$ cat config.mk
export PLATFORM = sky130hd
export DESIGN_NAME = control_sequencer
export DESIGN_NICKNAME = d
export VERILOG_FILES = /design/src/rtl/cpu_pkg.sv /design/src/rtl/seq_wait_counter.sv /design/src/rtl/control_sequencer.sv
export SDC_FILE = /design/constraint.sdc
export NUM_CORES = 1
export LEC_CHECK = 0
export BUFFER_PORTS_ARGS = -buffer_cell sky130_fd_sc_hd__buf_2
export CELL_PAD_IN_SITES_DETAIL_PLACEMENT = 2
export CELL_PAD_IN_SITES_GLOBAL_PLACEMENT = 2
export CORE_MARGIN = 3
export CORE_UTILIZATION = 23
export CTS_CLUSTER_DIAMETER = 200
export CTS_CLUSTER_SIZE = 16
export DETAILED_ROUTE_END_ITERATION = 16
export PLACE_DENSITY_LB_ADDON = 0.1
export SLEW_MARGIN = 40
export SYNTH_ARGS = -nofsm -noshare
export SYNTH_HDL_FRONTEND = slang
export SYNTH_SLANG_ARGS = --single-unit
$ cat constraint.sdc
create_clock -name clock -period 1.8 [get_ports clock]
set_input_delay 0 -clock clock [delete_from_list [all_inputs] [get_ports clock]]
set_output_delay 0 -clock clock [all_outputs]
set_load 0.02 [all_outputs]
$ cat src/rtl/cpu_pkg.sv
// Shared definitions for the 32-bit datapath control: opcode map, sequencer states,
// the control-word layout and memory wait bounds.
package cpu_pkg;

  localparam logic [4:0] OP_LD   = 5'd0,  OP_LDI  = 5'd1,  OP_ST   = 5'd2;
  localparam logic [4:0] OP_ADD  = 5'd3,  OP_SUB  = 5'd4,  OP_AND  = 5'd5,  OP_OR   = 5'd6;
  localparam logic [4:0] OP_ROR  = 5'd7,  OP_ROL  = 5'd8,  OP_SHR  = 5'd9,  OP_SHRA = 5'd10;
  localparam logic [4:0] OP_SHL  = 5'd11, OP_ADDI = 5'd12, OP_ANDI = 5'd13, OP_ORI  = 5'd14;
  localparam logic [4:0] OP_DIV  = 5'd15, OP_MUL  = 5'd16, OP_NEG  = 5'd17, OP_NOT  = 5'd18;
  localparam logic [4:0] OP_BR   = 5'd19, OP_JR   = 5'd20, OP_JAL  = 5'd21, OP_IN   = 5'd22;
  localparam logic [4:0] OP_OUT  = 5'd23, OP_MFHI = 5'd24, OP_MFLO = 5'd25, OP_NOP  = 5'd26;
  localparam logic [4:0] OP_HALT = 5'd27;

  localparam int MEM_WAIT_MIN = 0;
  localparam int MEM_WAIT_MAX = 3;
  localparam int WAIT_W       = 2;

  typedef enum logic [5:0] {
    S_RESET, S_FETCH0, S_FETCH1, S_FWAIT, S_FETCH2, S_FETCH3, S_DECODE,
    S_ALU1, S_ALUR2, S_ALUI2, S_UN, S_WB, S_MD1, S_MD3, S_MD4,
    S_LD1, S_LD2, S_LD3, S_LD4, S_LD5, S_LD6, S_ST4, S_ST5,
    S_BR1, S_BR2, S_BR3, S_BR4, S_JR1, S_JAL1, S_IN, S_OUT,
    S_MFHI, S_MFLO, S_NOP, S_HALT
  } state_t;

  typedef struct packed {
    logic IRin, PCin, RYin, RZin, MARin, MDRin, HIin, LOin, Outport_in;
    logic HIout, LOout, Zhi_out, Zlo_out, PCout, MDRout, Inport_out, Cout;
    logic Gra, Grb, Grc, Rin, Rout, BAout;
    logic Mem_read, Mem_write, IncPC;
    logic [4:0] opcode;
  } ctrl_t;

  // First execute state for an opcode; unassigned opcodes fall through to the idle step.
  function automatic state_t exec_entry(input logic [4:0] op);
    state_t s;
    case (op) inside
      OP_LD, OP_LDI, OP_ST: s = S_LD1;
      [OP_ADD:OP_ORI]:      s = S_ALU1;
      OP_DIV, OP_MUL:       s = S_MD1;
      OP_NEG, OP_NOT:       s = S_UN;
      OP_BR:                s = S_BR1;
      OP_JR:                s = S_JR1;
      OP_JAL:               s = S_JAL1;
      OP_IN:                s = S_IN;
      OP_OUT:               s = S_OUT;
      OP_MFHI:              s = S_MFHI;
      OP_MFLO:              s = S_MFLO;
      OP_HALT:              s = S_HALT;
      default:              s = S_NOP;
    endcase
    return s;
  endfunction

endpackage

$ cat src/rtl/seq_wait_counter.sv
// Loadable down-counter for memory wait states; done while the count is zero.
module seq_wait_counter
  import cpu_pkg::*;
(
  input  logic              i_clock,
  input  logic              i_clear_n,
  input  logic              i_load,
  input  logic [WAIT_W-1:0] i_load_val,
  input  logic              i_dec,
  output logic              o_done
);

  logic [WAIT_W-1:0] r_count;

  always_ff @(posedge i_clock or negedge i_clear_n) begin
    if (!i_clear_n)                       r_count <= '0;
    else if (i_load)                      r_count <= i_load_val;
    else if (i_dec && (r_count != '0))    r_count <= r_count - 1'b1;
  end

  assign o_done = (r_count == '0);

endmodule

$ cat src/rtl/control_sequencer.sv
// Hardwired fetch/decode/execute sequencer driving the 32-bit datapath control lines.
module control_sequencer
  import cpu_pkg::*;
#(
  parameter int MEM_WAIT = 1
) (
  input  logic        clock,
  input  logic        clear,
  input  logic        stop,
  input  logic [31:0] ir,
  input  logic        con_ff_bit,
  output logic        IRin,
  output logic        PCin,
  output logic        RYin,
  output logic        RZin,
  output logic        MARin,
  output logic        MDRin,
  output logic        HIin,
  output logic        LOin,
  output logic        Outport_in,
  output logic        HIout,
  output logic        LOout,
  output logic        Zhi_out,
  output logic        Zlo_out,
  output logic        PCout,
  output logic        MDRout,
  output logic        Inport_out,
  output logic        Cout,
  output logic        Gra,
  output logic        Grb,
  output logic        Grc,
  output logic        Rin,
  output logic        Rout,
  output logic        BAout,
  output logic        Mem_read,
  output logic        Mem_write,
  output logic        IncPC,
  output logic [4:0]  opcode,
  output logic        run,
  output logic [5:0]  state_dbg
);

  localparam logic [WAIT_W-1:0] WAIT_LOAD = WAIT_W'(MEM_WAIT);

  state_t     r_state, w_next;
  logic       r_cond;
  ctrl_t      w_ctrl;
  logic [4:0] w_op;
  logic       w_load, w_dec, w_done;
  logic       w_unused_ir;

  assign w_op        = ir[31:27];
  assign w_unused_ir = ^ir[26:0];

  always_ff @(posedge clock or negedge clear) begin
    if (!clear) begin
      r_state <= S_RESET;
      r_cond  <= 1'b0;
    end else begin
      r_state <= w_next;
      if (r_state == S_BR1) r_cond <= con_ff_bit;
    end
  end

  // Counter reloads on entry to a memory step; ST5 and LD4 loop on themselves until done.
  assign w_load = ((w_next == S_FETCH1) || (w_next == S_LD4) || (w_next == S_ST5)) &&
                  (w_next != r_state);
  assign w_dec  = (r_state == S_FETCH1) || (r_state == S_FWAIT) ||
                  (r_state == S_LD4)    || (r_state == S_ST5);

  seq_wait_counter u_wait (
    .i_clock    (clock),
    .i_clear_n  (clear),
    .i_load     (w_load),
    .i_load_val (WAIT_LOAD),
    .i_dec      (w_dec),
    .o_done     (w_done)
  );

  always_comb begin
    w_next = r_state;
    case (r_state)
      S_RESET:  w_next = S_FETCH0;
      S_FETCH0: w_next = stop ? S_HALT : S_FETCH1;
      S_FETCH1: w_next = w_done ? S_FETCH2 : S_FWAIT;
      S_FWAIT:  if (w_done) w_next = S_FETCH2;
      S_FETCH2: w_next = S_FETCH3;
      S_FETCH3: w_next = S_DECODE;
      S_DECODE: w_next = exec_entry(w_op);
      S_ALU1:   w_next = (w_op inside {[OP_ADDI:OP_ORI]}) ? S_ALUI2 : S_ALUR2;
      S_ALUR2,
      S_ALUI2:  w_next = S_WB;
      S_UN:     w_next = ((w_op == OP_MUL) || (w_op == OP_DIV)) ? S_MD3 : S_WB;
      S_MD1:    w_next = S_UN;
      S_MD3:    w_next = S_MD4;
      S_LD1:    w_next = S_LD2;
      S_LD2:    w_next = S_LD3;
      S_LD3: begin
        if (w_op == OP_ST)       w_next = S_ST4;
        else if (w_op == OP_LDI) w_next = S_WB;
        else                     w_next = S_LD4;
      end
      S_LD4:    if (w_done) w_next = S_LD5;
      S_LD5:    w_next = S_LD6;
      S_ST4:    w_next = S_ST5;
      S_ST5:    if (w_done) w_next = S_FETCH0;
      S_BR1:    w_next = S_BR2;
      S_BR2:    w_next = S_BR3;
      S_BR3:    w_next = S_BR4;
      S_JAL1:   w_next = S_JR1;
      S_HALT:   w_next = S_HALT;
      default:  w_next = S_FETCH0;
    endcase
  end

  always_comb begin
    w_ctrl = '0;
    case (r_state)
      S_FETCH0: if (!stop) begin
        w_ctrl.PCout = 1'b1; w_ctrl.MARin = 1'b1; w_ctrl.IncPC = 1'b1; w_ctrl.RZin = 1'b1;
      end
      S_FETCH1: begin w_ctrl.Zlo_out = 1'b1; w_ctrl.PCin = 1'b1; w_ctrl.Mem_read = 1'b1; end
      S_FWAIT, S_LD4: w_ctrl.Mem_read = 1'b1;
      S_FETCH2, S_LD5: begin w_ctrl.Mem_read = 1'b1; w_ctrl.MDRin = 1'b1; end
      S_FETCH3: begin w_ctrl.MDRout = 1'b1; w_ctrl.IRin = 1'b1; end
      S_ALU1:   begin w_ctrl.Grb = 1'b1; w_ctrl.Rout = 1'b1; w_ctrl.RYin = 1'b1; end
      S_ALUR2: begin
        w_ctrl.Grc = 1'b1; w_ctrl.Rout = 1'b1; w_ctrl.RZin = 1'b1; w_ctrl.opcode = w_op;
      end
      S_ALUI2:  begin w_ctrl.Cout = 1'b1; w_ctrl.RZin = 1'b1; w_ctrl.opcode = w_op; end
      S_UN: begin
        w_ctrl.Grb = 1'b1; w_ctrl.Rout = 1'b1; w_ctrl.RZin = 1'b1; w_ctrl.opcode = w_op;
      end
      S_WB:     begin w_ctrl.Zlo_out = 1'b1; w_ctrl.Gra = 1'b1; w_ctrl.Rin = 1'b1; end
      S_MD1:    begin w_ctrl.Gra = 1'b1; w_ctrl.Rout = 1'b1; w_ctrl.RYin = 1'b1; end
      S_MD3:    begin w_ctrl.Zlo_out = 1'b1; w_ctrl.LOin = 1'b1; end
      S_MD4:    begin w_ctrl.Zhi_out = 1'b1; w_ctrl.HIin = 1'b1; end
      S_LD1:    begin w_ctrl.Grb = 1'b1; w_ctrl.BAout = 1'b1; w_ctrl.RYin = 1'b1; end
      S_LD2, S_BR3: begin w_ctrl.Cout = 1'b1; w_ctrl.RZin = 1'b1; w_ctrl.opcode = OP_ADD; end
      S_LD3:    begin w_ctrl.Zlo_out = 1'b1; w_ctrl.MARin = 1'b1; end
      S_LD6:    begin w_ctrl.MDRout = 1'b1; w_ctrl.Gra = 1'b1; w_ctrl.Rin = 1'b1; end
      S_ST4:    begin w_ctrl.Gra = 1'b1; w_ctrl.Rout = 1'b1; w_ctrl.MDRin = 1'b1; end
      S_ST5:    w_ctrl.Mem_write = 1'b1;
      S_BR1:    begin w_ctrl.Gra = 1'b1; w_ctrl.Rout = 1'b1; end
      S_BR2:    begin w_ctrl.PCout = 1'b1; w_ctrl.RYin = 1'b1; end
      S_BR4:    if (r_cond) begin w_ctrl.Zlo_out = 1'b1; w_ctrl.PCin = 1'b1; end
      S_JR1:    begin w_ctrl.Gra = 1'b1; w_ctrl.Rout = 1'b1; w_ctrl.PCin = 1'b1; end
      S_JAL1:   begin w_ctrl.PCout = 1'b1; w_ctrl.Grb = 1'b1; w_ctrl.Rin = 1'b1; end
      S_IN:     begin w_ctrl.Inport_out = 1'b1; w_ctrl.Gra = 1'b1; w_ctrl.Rin = 1'b1; end
      S_OUT:    begin w_ctrl.Gra = 1'b1; w_ctrl.Rout = 1'b1; w_ctrl.Outport_in = 1'b1; end
      S_MFHI:   begin w_ctrl.HIout = 1'b1; w_ctrl.Gra = 1'b1; w_ctrl.Rin = 1'b1; end
      S_MFLO:   begin w_ctrl.LOout = 1'b1; w_ctrl.Gra = 1'b1; w_ctrl.Rin = 1'b1; end
      default:  w_ctrl = '0;
    endcase
  end

  assign {IRin, PCin, RYin, RZin, MARin, MDRin, HIin, LOin, Outport_in,
          HIout, LOout, Zhi_out, Zlo_out, PCout, MDRout, Inport_out, Cout,
          Gra, Grb, Grc, Rin, Rout, BAout, Mem_read, Mem_write, IncPC, opcode} = w_ctrl;

  assign run       = (r_state != S_RESET) && (r_state != S_HALT);
  assign state_dbg = r_state;

endmodule

==> results.cfg <==
[status]
status = finished with violations
violations = setup timing

[grt]
gr-usage-met2_pct = 50.55
grt_overflow_total = 0
grt_pass1_vias = 3214
grt_use_met1_pct = 32.94
top_usage_layer = met2
grt.met3_usage_pct = 2.447
grt_first_pass_wirelength_um = 18770
grtUsageTotal_pct = 27.57
grt_antenna_before_repair = 0
grt_max_degree = 18

[cts]
clock_latency_ns = 0.24
cts_tree = built
clock-sinks = 9
cts-root-buf = clkbuf_8
cts_buffers = 3
cts_buffer_depth = 2
cts.clk_slew.worst_paths_ns = 0.05
h-tree-depth = 1

[synth]
ys_types = 72
synth_cells = 257
synth-edff-count = 0
synth_xor_area_share_pct = 3.820
synth_top_area_share_pct = 12.28
yosys.area.top_type = dfrtp_1
synth_ff_type = dfrtp_1
synth.area.mux_share_pct = 1.160
synth_compound_area_share_pct = 28.85
postSynthAreaPerCell_um2 = 7.137
async_flop_share_pct = 100.0
synth-simple-area-share_pct = 41.06
syn_area_um2 = 1834
synthAdderAreaFrac_pct = 1.228
synth_top_family_by_area = simple AND/OR/NAND/NOR gates
synthTopCellsByCount = nor2_1, nand2_1, a21oi_1, nand3_1
ys_seq_elements = 9
seq_area_frac_synth_pct = 12.28
synth.top_cells.by_area = dfrtp_1, nor2_1, a21oi_1, nand2b_1, nand2_1
synth_warnings = 0
syn_nets = 294
yosysMostFrequentCell = nor2_1

[detailed_routing]
vias = 2863
antenna_left = 0
firstDrtPassIters = 5
first_iter_violations = 168
via_per_inst = 5.506
drc = 0
wl_um = 14030
wl_per_cell_um = 26.97

[worst_setup_path]
crit_fanout = 8
setup.worst_path.start_class = flip-flop
r2r_setup_slack_ns = -0.51
arrival_ns = 2.49
cp-end-kind = flip-flop
critPathKind = flip-flop to flip-flop
required_ns = 1.98

[timing]
worst_slew_pin_slew_ns = 0.5256
fin_ws_ns = -0.5094
fmax_mhz = 433.0
rsz0062_at_grt = true
fin_crit_sh_pct = 128.3
hold_violations = 0
fin_crit_ns = 2.309
hold-worst-slack_ns = 0.02131
slew_viol_final = 0
setup_viol = 25
tns_ns = -4.694
slew_headroom_pct = 64.66
fin_worst_skew_ns = 0.008639

[placed_design]
hpwl_um = 7312
place_inst = 476
place_congestion = 0.8703
io_buffers = 46

[floorplan]
die_area_um2 = 9083
fp.coreArea_um2 = 7486
die_h_um = 95.31
die_w_um = 95.31
initial_utilization_pct = 24.50
rows = 31
ios = 74

[pwr]
pwr_density_cell_nw_per_um2 = 1740
peakVddDrop_v = 0.0006418
p_leak_nw = 1.746

[cells_and_area]
antenna-diode-count = 0
fillers = 801
area_growth_pct = 113.6
nNetsFinal = 459
drive_above_1_share_pct = 70.07
layoutNonFillerInstCount = 520

[worst_hold_path]
hp-class = primary input to flip-flop

[flow_run]
maxCapViolations = 0
## sequential cells by signal, indices dropped and copies added (netlist names)
register	cells
state_dbg	6
u_wait.r_count	2
r_cond	1
## cells in the final DEF (no fill, tap or decap), types with 5 or more instances in the layout
cell	count
a21oi_1	8
a21oi_2	5
and2_4	5
buf_2	21
buf_4	118
buf_6	41
dfrtp_2	5
nand2_1	12
nand2b_1	7
nand3_1	9
nor2_1	10
nor2_4	9
nor2b_4	5
o21ai_2	6
## path summary, 6_finish.rpt
| kind | from | end | depth (start not counted) |
|---|---|---|---|
| min | con_ff_bit | r_cond$_DFFE_PN0P_ | 2 |
| max in group asynchronous | clear | state_dbg[0]$_DFF_PN0_ | 2 |
| min reg2reg | r_cond$_DFFE_PN0P_ | r_cond$_DFFE_PN0P_ | 1 |
| min in group asynchronous | clear | u_wait.r_count[1]$_DFFE_PN0P_ | 2 |
| max | state_dbg[0]$_DFF_PN0_ | u_wait.r_count[1]$_DFFE_PN0P_ | 7 |
| max reg2reg | state_dbg[0]$_DFF_PN0_ | u_wait.r_count[1]$_DFFE_PN0P_ | 7 |
## kinds of logic (layout without fill, tap and decap cells)
| group | after synthesis | in the layout |
|---|---|---|
| simple gates | 125 | 125 |
| fa+ha+maj | 2 | 2 |
| compound gates | 73 | 73 |
| flops | 9 | 9 |
| buf+inv | 38 | 202 |
| mux | 2 | 2 |
| xor+xnor | 8 | 8 |
## critical path, stage by stage, from the launching register on
cell and delay [ns]:
dfrtp_2 0.42, buf_12 0.15, or3b_1 0.48, a2111oi_2 0.53, buf_4 0.20, mux2i_1 0.08, o211ai_2 0.23, and2_4 0.17
## power breakdown
part | switching [W] | internal [W]
Combinational | 0.00322 | 0.00296
Sequential | 0.0000910 | 0.000298
Clock | 0.0000902 | 0.000155
## through the flow
stage / cell area (um^2) / util [%] / setup WS [ns] / power, W
finish: 3918 / 52.33 / -0.5094 / 0.006818
global route: 3918 / 52.33 / -0.5735 / 0.007100
CTS: 3527 / 47.12 / -0.3804 / 0.005632
detailed placement: 2854 / 38.12 / -0.4804 / 0.004223
global placement: 2854 / 38.12 / -0.5099 / 0.004136
floorplan: 1874 / - / -0.2349 / 0.002441
## timing repair
| item | in CTS | in global routing |
|---|---|---|
| setup endpoints to repair | 26 | 35 |
| hold buffers | 1 | 0 |
| cloned | 0 | 0 |
| endpoints found under the hold margin | 9 | 0 |
| pin swaps | 28 | 25 |
| setup buffers | 29 | 14 |
| gates resized for setup | 113 | 81 |
## final cells by class
cell class	instances	area (um^2)	area share (%)
inverters	10	46.29	1.182
well taps	99	123.9	3.162
repair buffers	188	1588	40.53
flip-flops and latches	9	231.5	5.909
clock buffers	4	45.04	1.150
multi-input cells	210	1883	48.07
## per-layer routing
| layer | up-vias | part of all wire (%) | wire [um] |
|---|---|---|---|
| met3 | 41 | 3.5 | 487 |
| met5 | - | 0 | 0 |
| met1 | 1437 | 41 | 5774 |
| met4 | 0 | 4.5 | 627 |
| li1 | 1276 | - | - |
| met2 | 109 | 51 | 7137 |
(Power assumes the default switching activity.)
